===== config.mk =====
export PLATFORM = sky130hd
export DESIGN_NAME = morse_key_receiver
export DESIGN_NICKNAME = d
export VERILOG_FILES = /design/src/rtl/morse_key_receiver.sv
export SDC_FILE = /design/constraint.sdc
export NUM_CORES = 1
export LEC_CHECK = 0
export ABC_CLOCK_PERIOD_IN_PS = 8600
export BUFFER_PORTS_ARGS = -buffer_cell sky130_fd_sc_hd__buf_2
export CAP_MARGIN = 20
export CELL_PAD_IN_SITES_DETAIL_PLACEMENT = 1
export CELL_PAD_IN_SITES_GLOBAL_PLACEMENT = 1
export CORE_MARGIN = 5
export CORE_UTILIZATION = 35
export CTS_CLUSTER_DIAMETER = 150
export DETAILED_ROUTE_END_ITERATION = 16
export GPL_ROUTABILITY_DRIVEN = 0
export PLACE_DENSITY = 0.65
export SYNTH_ARGS = -nofsm -noshare
export SYNTH_HDL_FRONTEND = slang
export SYNTH_SLANG_ARGS = --single-unit

===== constraint.sdc =====
create_clock -name clk -period 8.6 [get_ports clk]
set_input_delay 0.86 -clock clk [delete_from_list [all_inputs] [get_ports clk]]
set_output_delay 0.86 -clock clk [all_outputs]
set_load 0.02 [all_outputs]

===== src/rtl/morse_key_receiver.sv =====
// -----------------------------------------------------------------------------
// morse_key_receiver
//
// Decodes a hand-keyed Morse signal into letters. The key level is
// synchronised, press and gap durations are measured in clk cycles, each press
// is classified as glitch / dot / dash, and a letter is completed once the key
// has stayed released for three time units.
//
// Parameters
//   UNIT_CYCLES    clk cycles per Morse time unit
//   GLITCH_CYCLES  presses shorter than this are treated as noise
//
// Ports
//   clk         system clock, rising edge
//   rst         asynchronous active-high reset
//   key_in      raw key level (1 = pressed), asynchronous to clk
//   clear       synchronous discard of the letter in progress
//   code[4:0]   last completed letter, bit i = symbol i (1 = dash, 0 = dot)
//   len[2:0]    number of symbols in code (0 after reset)
//   code_valid  one-cycle pulse when code/len update
//   err         one-cycle pulse when a letter is dropped for having > 5 symbols
//   busy        high whenever the receiver is not idle
// -----------------------------------------------------------------------------
module morse_key_receiver #(
  parameter int unsigned UNIT_CYCLES   = 5_000_000,
  parameter int unsigned GLITCH_CYCLES = 500_000
) (
  input  logic       clk,
  input  logic       rst,
  input  logic       key_in,
  input  logic       clear,
  output logic [4:0] code,
  output logic [2:0] len,
  output logic       code_valid,
  output logic       err,
  output logic       busy
);

  typedef enum logic [1:0] {
    IDLE  = 2'd0,
    PRESS = 2'd1,
    GAP   = 2'd2,
    OVF   = 2'd3
  } state_t;

  // Thresholds are kept one bit wider than the counter so that "counter + 2"
  // never wraps, even when the counter is saturated.
  localparam logic [32:0] GLITCH_LIM = 33'(GLITCH_CYCLES);
  localparam logic [32:0] DASH_LIM   = 33'(UNIT_CYCLES) << 1;
  localparam logic [32:0] GAP_LIM    = 33'(UNIT_CYCLES) * 33'd3;

  // ---------------------------------------------------------------------------
  // Registers
  // ---------------------------------------------------------------------------
  logic        sync1_q, sync1_d;
  logic        ks_q, ks_d;
  logic        ks_prev_q, ks_prev_d;
  logic [1:0]  fill_q, fill_d;
  logic        armed_q, armed_d;
  state_t      state_q, state_d;
  logic [31:0] cnt_q, cnt_d;
  logic [4:0]  sym_buf_q, sym_buf_d;
  logic [2:0]  sym_cnt_q, sym_cnt_d;
  logic [4:0]  code_q, code_d;
  logic [2:0]  len_q, len_d;
  logic        code_valid_q, code_valid_d;
  logic        err_q, err_d;

  // ---------------------------------------------------------------------------
  // Derived timing terms
  // ---------------------------------------------------------------------------
  logic        key_rise;
  logic        gap_done;
  logic        press_glitch;
  logic        press_dash;
  logic [31:0] cnt_sat;
  logic [32:0] press_dur;
  logic [32:0] low_run;

  // A rising edge only counts once the key has been seen released after
  // reset, so a key held through reset is ignored until pressed again.
  assign key_rise = ks_q & ~ks_prev_q & armed_q;

  assign cnt_sat = (&cnt_q) ? cnt_q : cnt_q + 32'd1;

  // The counter is cleared on state entry, one cycle after the edge that
  // caused the entry; the cycle containing that edge is therefore added back.
  //   PRESS, at the falling edge : high cycles = cnt + 1
  //   GAP/OVF, while low         : low cycles including this one = cnt + 2
  assign press_dur = {1'b0, cnt_q} + 33'd1;
  assign low_run   = {1'b0, cnt_q} + 33'd2;

  assign press_glitch = (press_dur < GLITCH_LIM);
  assign press_dash   = (press_dur >= DASH_LIM);

  // The falling-edge cycle itself never completes a gap, which keeps the
  // low-run arithmetic above valid in OVF after a press.
  assign gap_done = ~ks_q & ~ks_prev_q & (low_run >= GAP_LIM);

  // ---------------------------------------------------------------------------
  // Synchroniser and arming
  // ---------------------------------------------------------------------------
  always_comb begin
    sync1_d   = key_in;
    ks_d      = sync1_q;
    ks_prev_d = ks_q;
    // fill_q[1] is set once ks_q carries a key_in sample taken after reset.
    fill_d    = {fill_q[0], 1'b1};
    armed_d   = armed_q | (fill_q[1] & ~ks_q);
  end

  // ---------------------------------------------------------------------------
  // FSM: state register
  // ---------------------------------------------------------------------------
  always_ff @(posedge clk or posedge rst) begin
    if (rst) begin
      state_q <= IDLE;
    end else begin
      state_q <= state_d;
    end
  end

  // ---------------------------------------------------------------------------
  // FSM: next-state logic
  // ---------------------------------------------------------------------------
  always_comb begin
    state_d = state_q;
    case (state_q)
      IDLE: begin
        if (key_rise) state_d = PRESS;
      end
      PRESS: begin
        if (!ks_q) begin
          if (press_glitch) begin
            state_d = (sym_cnt_q != 3'd0) ? GAP : IDLE;
          end else if (sym_cnt_q == 3'd5) begin
            state_d = OVF;
          end else begin
            state_d = GAP;
          end
        end
      end
      GAP: begin
        if (key_rise) begin
          state_d = PRESS;
        end else if (gap_done) begin
          state_d = IDLE;
        end
      end
      OVF: begin
        if (gap_done) state_d = IDLE;
      end
      default: state_d = IDLE;
    endcase
    if (clear) state_d = IDLE;
  end

  // ---------------------------------------------------------------------------
  // FSM: output and datapath logic
  // ---------------------------------------------------------------------------
  always_comb begin
    cnt_d        = cnt_q;
    sym_buf_d    = sym_buf_q;
    sym_cnt_d    = sym_cnt_q;
    code_d       = code_q;
    len_d        = len_q;
    code_valid_d = 1'b0;
    err_d        = 1'b0;

    case (state_q)
      PRESS: begin
        if (ks_q) begin
          cnt_d = cnt_sat;
        end else if (!press_glitch && (sym_cnt_q != 3'd5)) begin
          for (int i = 0; i < 5; i++) begin
            if (sym_cnt_q == 3'(i)) sym_buf_d[i] = press_dash;
          end
          sym_cnt_d = sym_cnt_q + 3'd1;
        end
      end
      GAP: begin
        if (!ks_q) cnt_d = cnt_sat;
        if (gap_done) begin
          code_d       = sym_buf_q;
          len_d        = sym_cnt_q;
          code_valid_d = 1'b1;
        end
      end
      OVF: begin
        // Presses are ignored; each new press restarts the gap measurement
        // and the count is held until the key has been low for two cycles.
        if (ks_q && !ks_prev_q) begin
          cnt_d = '0;
        end else if (!ks_q && !ks_prev_q) begin
          cnt_d = cnt_sat;
        end
        if (gap_done) err_d = 1'b1;
      end
      default: begin
        cnt_d = '0;
      end
    endcase

    if (state_d != state_q) cnt_d = '0;

    // Returning to idle always empties the letter in progress.
    if (state_d == IDLE) begin
      sym_buf_d = '0;
      sym_cnt_d = '0;
    end

    if (clear) begin
      code_d       = code_q;
      len_d        = len_q;
      code_valid_d = 1'b0;
      err_d        = 1'b0;
    end
  end

  // ---------------------------------------------------------------------------
  // Datapath registers
  // ---------------------------------------------------------------------------
  always_ff @(posedge clk or posedge rst) begin
    if (rst) begin
      sync1_q      <= 1'b0;
      ks_q         <= 1'b0;
      ks_prev_q    <= 1'b0;
      fill_q       <= 2'b00;
      armed_q      <= 1'b0;
      cnt_q        <= '0;
      sym_buf_q    <= '0;
      sym_cnt_q    <= '0;
      code_q       <= '0;
      len_q        <= '0;
      code_valid_q <= 1'b0;
      err_q        <= 1'b0;
    end else begin
      sync1_q      <= sync1_d;
      ks_q         <= ks_d;
      ks_prev_q    <= ks_prev_d;
      fill_q       <= fill_d;
      armed_q      <= armed_d;
      cnt_q        <= cnt_d;
      sym_buf_q    <= sym_buf_d;
      sym_cnt_q    <= sym_cnt_d;
      code_q       <= code_d;
      len_q        <= len_d;
      code_valid_q <= code_valid_d;
      err_q        <= err_d;
    end
  end

  assign code       = code_q;
  assign len        = len_q;
  assign code_valid = code_valid_q;
  assign err        = err_q;
  assign busy       = (state_q != IDLE);

endmodule


==> impl_metrics.ini <==
[run_status]
outcome = completed

[synthesis]
ys_seq_area_share_pct = 32.0
syn_avg_cell_area_um2 = 8.90
synth_edf_count = 0
synth_top_cells_by_count = dfrtp_1 (58), nand2_1 (40), nor2_1 (38)
syn-num-nets = 527
yosysTopAreaCellShare_pct = 32.0
async_flop_share_pct = 100
synthFlopType = dfrtp_1
synth_area_um2 = 4540
synth.most_common_cell = dfrtp_1
netlist_instances = 510
synth.ff_latch_count = 58
ys_warn_count = 0
synth_top_cell_by_area = dfrtp_1
synth.distinct_cells = 68
synthTopCellsByArea = dfrtp_1 (32%), xor2_1 (5.8%), nor3_2 (4.6%), nand4_1 (4.5%), xnor2_1 (3.9%)

[worst_setup_path]
cp_cell_sequence = nand4_4 > nor4_4 > nand4_1 > xor2_1 > nand4_1 > nor3_4 > a21oi_1 > o311ai_4 > buf_4 > nor3_1
cpMaxStageDelayCell = dfrtp_1
arrival_ps = 4120
worstSetupPathType = flop to flop
critPathMaxFanout = 32
worstSetupEndpointType = flop
crit_path_start_kind = flop
worst_path_most_repeated_cell = nand4_1
crit_required_ps = 8800
critical-path-top-delay-family = simple AND/OR/NAND/NOR gates
cpPeakStageDelay_ps = 630
crit_buf_inv = 1

[layout]
nFillCells = 1499
synthToLayoutAreaGrowth_pct = 8.90
postLayoutCoreUtil_pct = 39.0
instances_no_fill = 676
n_antenna_cell = 0
drive_above_1_share_pct = 18.3
nNetsFinal = 516

[drt]
vias = 3823
drc = 0
wl_mm = 12.3
ant_nets = 0
drtIter0Drc = 216
routedWlPerCell_um = 18.2
dr.pass1.iters = 4
via_per_inst = 5.66

[cts]
ctsResizeCount = 0
ctsLongestPathBuffers = 2
cts_setup_buffers = 0
clk_latency_ps = 350
cts-buffers-inserted = 9
h-tree-depth = 3
hold_buffers = 0
cts_tree = yes
ctsRootBufferMaster = clkbuf_16
cts.clk_slew.worst_paths_ps = 50
cts.sinks = 58

[floorplanning]
initial_utilization_pct = 35.8
die_h_um = 124
dieArea_um2 = 15400
placementRows = 41
die_w_um = 124
fp.coreArea_um2 = 12700
ios = 15

[power_and_ir_drop]
p_comb_share_pct = 10.6
switching_share_pct = 29.1
peakVddDrop_mv = 0.111
p_total_mw = 0.699
p_leak_nw = 1.84
intPower_mw = 0.496
switching_power_mw = 0.203
pwr-share-seq_pct = 40.3
power_density_nw_per_um2 = 141
clockPowerShare_pct = 49.1

[timing]
max-slew-margin-rel_pct = 48.7
slew_viol_final = 0
post-route-period-util_pct = 45.6
skew_ps = 12.6
clock.fmax_ghz = 0.255
tightest_slew_ps = 763
finalSetupTns_ps = 0
hold_viol = 0
fin_crit_ps = 3920
setup_viol = 0
rsz0062_at_grt = no

[global_route]
groute.usage.overall_pct = 18.0
grt_pass1_vias = 3942
grt_max_degree = 59
grt_pass1_wl_mm = 21.3
antenna_found_initial = 0
gr-total-overflow = 0

[flow_run]
timing.max_cap.violations = 0

[hold_path]
hp-class = flop to flop

[placement]
dp.cells = 660
portBuffers = 14
dp_hpwl_mm = 8.90
cell families (layout without fill, tap and decap cells):
kind of cell / after synthesis / count (layout) / synth area share, %
xor+xnor: 50 / 50 / 9.64
mux: 17 / 17 / 4.00
fa+ha+maj: 13 / 13 / 3.58
buf+inv: 53 / 47 / 5.35
flops: 58 / 58 / 32.0
other cells: 1 / 1 / 0.0826
simple gates: 238 / 238 / 31.9
compound gates: 80 / 80 / 13.5
worst paths after layout:
check	from	end	depth (start not counted)	slack (ps)
worst max-delay path	cnt_q[10]	cnt_q[22]	10	4680
worst min-delay path	ks_d	ks_prev_d	0	350
worst max register to register	cnt_q[10]	cnt_q[22]	10	4680
worst min register to register	ks_d	ks_prev_d	0	350
max in group asynchronous	rst	cnt_q[11]	3	7360
min in group asynchronous	rst	cnt_q[29]	3	720
routing by layer:
| layer | GRT usage, % | up-vias | wire [um] |
|---|---|---|---|
| met2 | 28.4 | 48 | 5920 |
| met3 | 4.81 | 9 | 464 |
| met5 | 0 | - | 0 |
| li1 | - | 1840 | - |
| met1 | 24.2 | 1926 | 5790 |
| met4 | 5.00 | 0 | 134 |
sequential cells by signal, indices dropped and copies added (netlist names):
signal	flops
err	1
ks_prev_d	1
sym_buf_q	5
len	3
armed_q	1
state_q	2
code	5
cnt_q	32
ks_d	1
fill_q	2
code_valid	1
sym_cnt_q	3
ks_prev_q	1
worst reg2reg max path, stage by stage, from the launching register on:
cell and delay, ps:
dfrtp_1 630, nand4_4 260, nor4_4 630, nand4_1 300, xor2_1 200, nand4_1 260
nor3_4 390, a21oi_1 220, o311ai_4 290, buf_4 440, nor3_1 160
area by class of cell:
type,instances,area [um2],area share (%)
clock buffer,10,239,4.83
clock inverter,6,41.3,0.835
inverter,13,48.8,0.987
multi-input combinational,399,2850,57.6
sequential,58,1450,29.4
tap,172,215,4.35
timing repair buffer,18,100,2.02
power groups by stage:
stage	Sequential, mW	Combinational, mW	Clock (mW)
2_1_floorplan	0.285	0.0604	0
3_3_place_gp	0.286	0.0746	0
3_5_place_dp	0.287	0.0773	0
4_1_cts	0.282	0.0775	0.353
5_1_grt	0.283	0.0849	0.368
6_report	0.282	0.0740	0.343
stage by stage:
| stage | hold slack, ps | instance area (um2) | worst slack (ps) |
|---|---|---|---|
| 2_1_floorplan | 331 | 4540 | 5490 |
| 3_3_place_gp | 332 | 4660 | 4830 |
| 3_5_place_dp | 337 | 4660 | 4630 |
| 4_1_cts | 350 | 4940 | 4620 |
| 5_1_grt | 361 | 4940 | 4290 |
| 6_report | 347 | 4940 | 4680 |
cell usage in the layout, fill, tap and decap left out, drive strengths merged, types with 8 or more instances in the layout:
master / count
mux2: 9
o21ai: 8
nor2: 38
nand4: 36
ha: 13
nor3: 49
xnor2: 20
mux2i: 8
a21oi: 19
dfrtp: 58
and3: 8
clkbuf: 10
nand3: 19
buf: 18
nor4: 14
xor2: 30
inv: 14
nand2: 40
No activity file was read; power rests on OpenSTA's default activity.
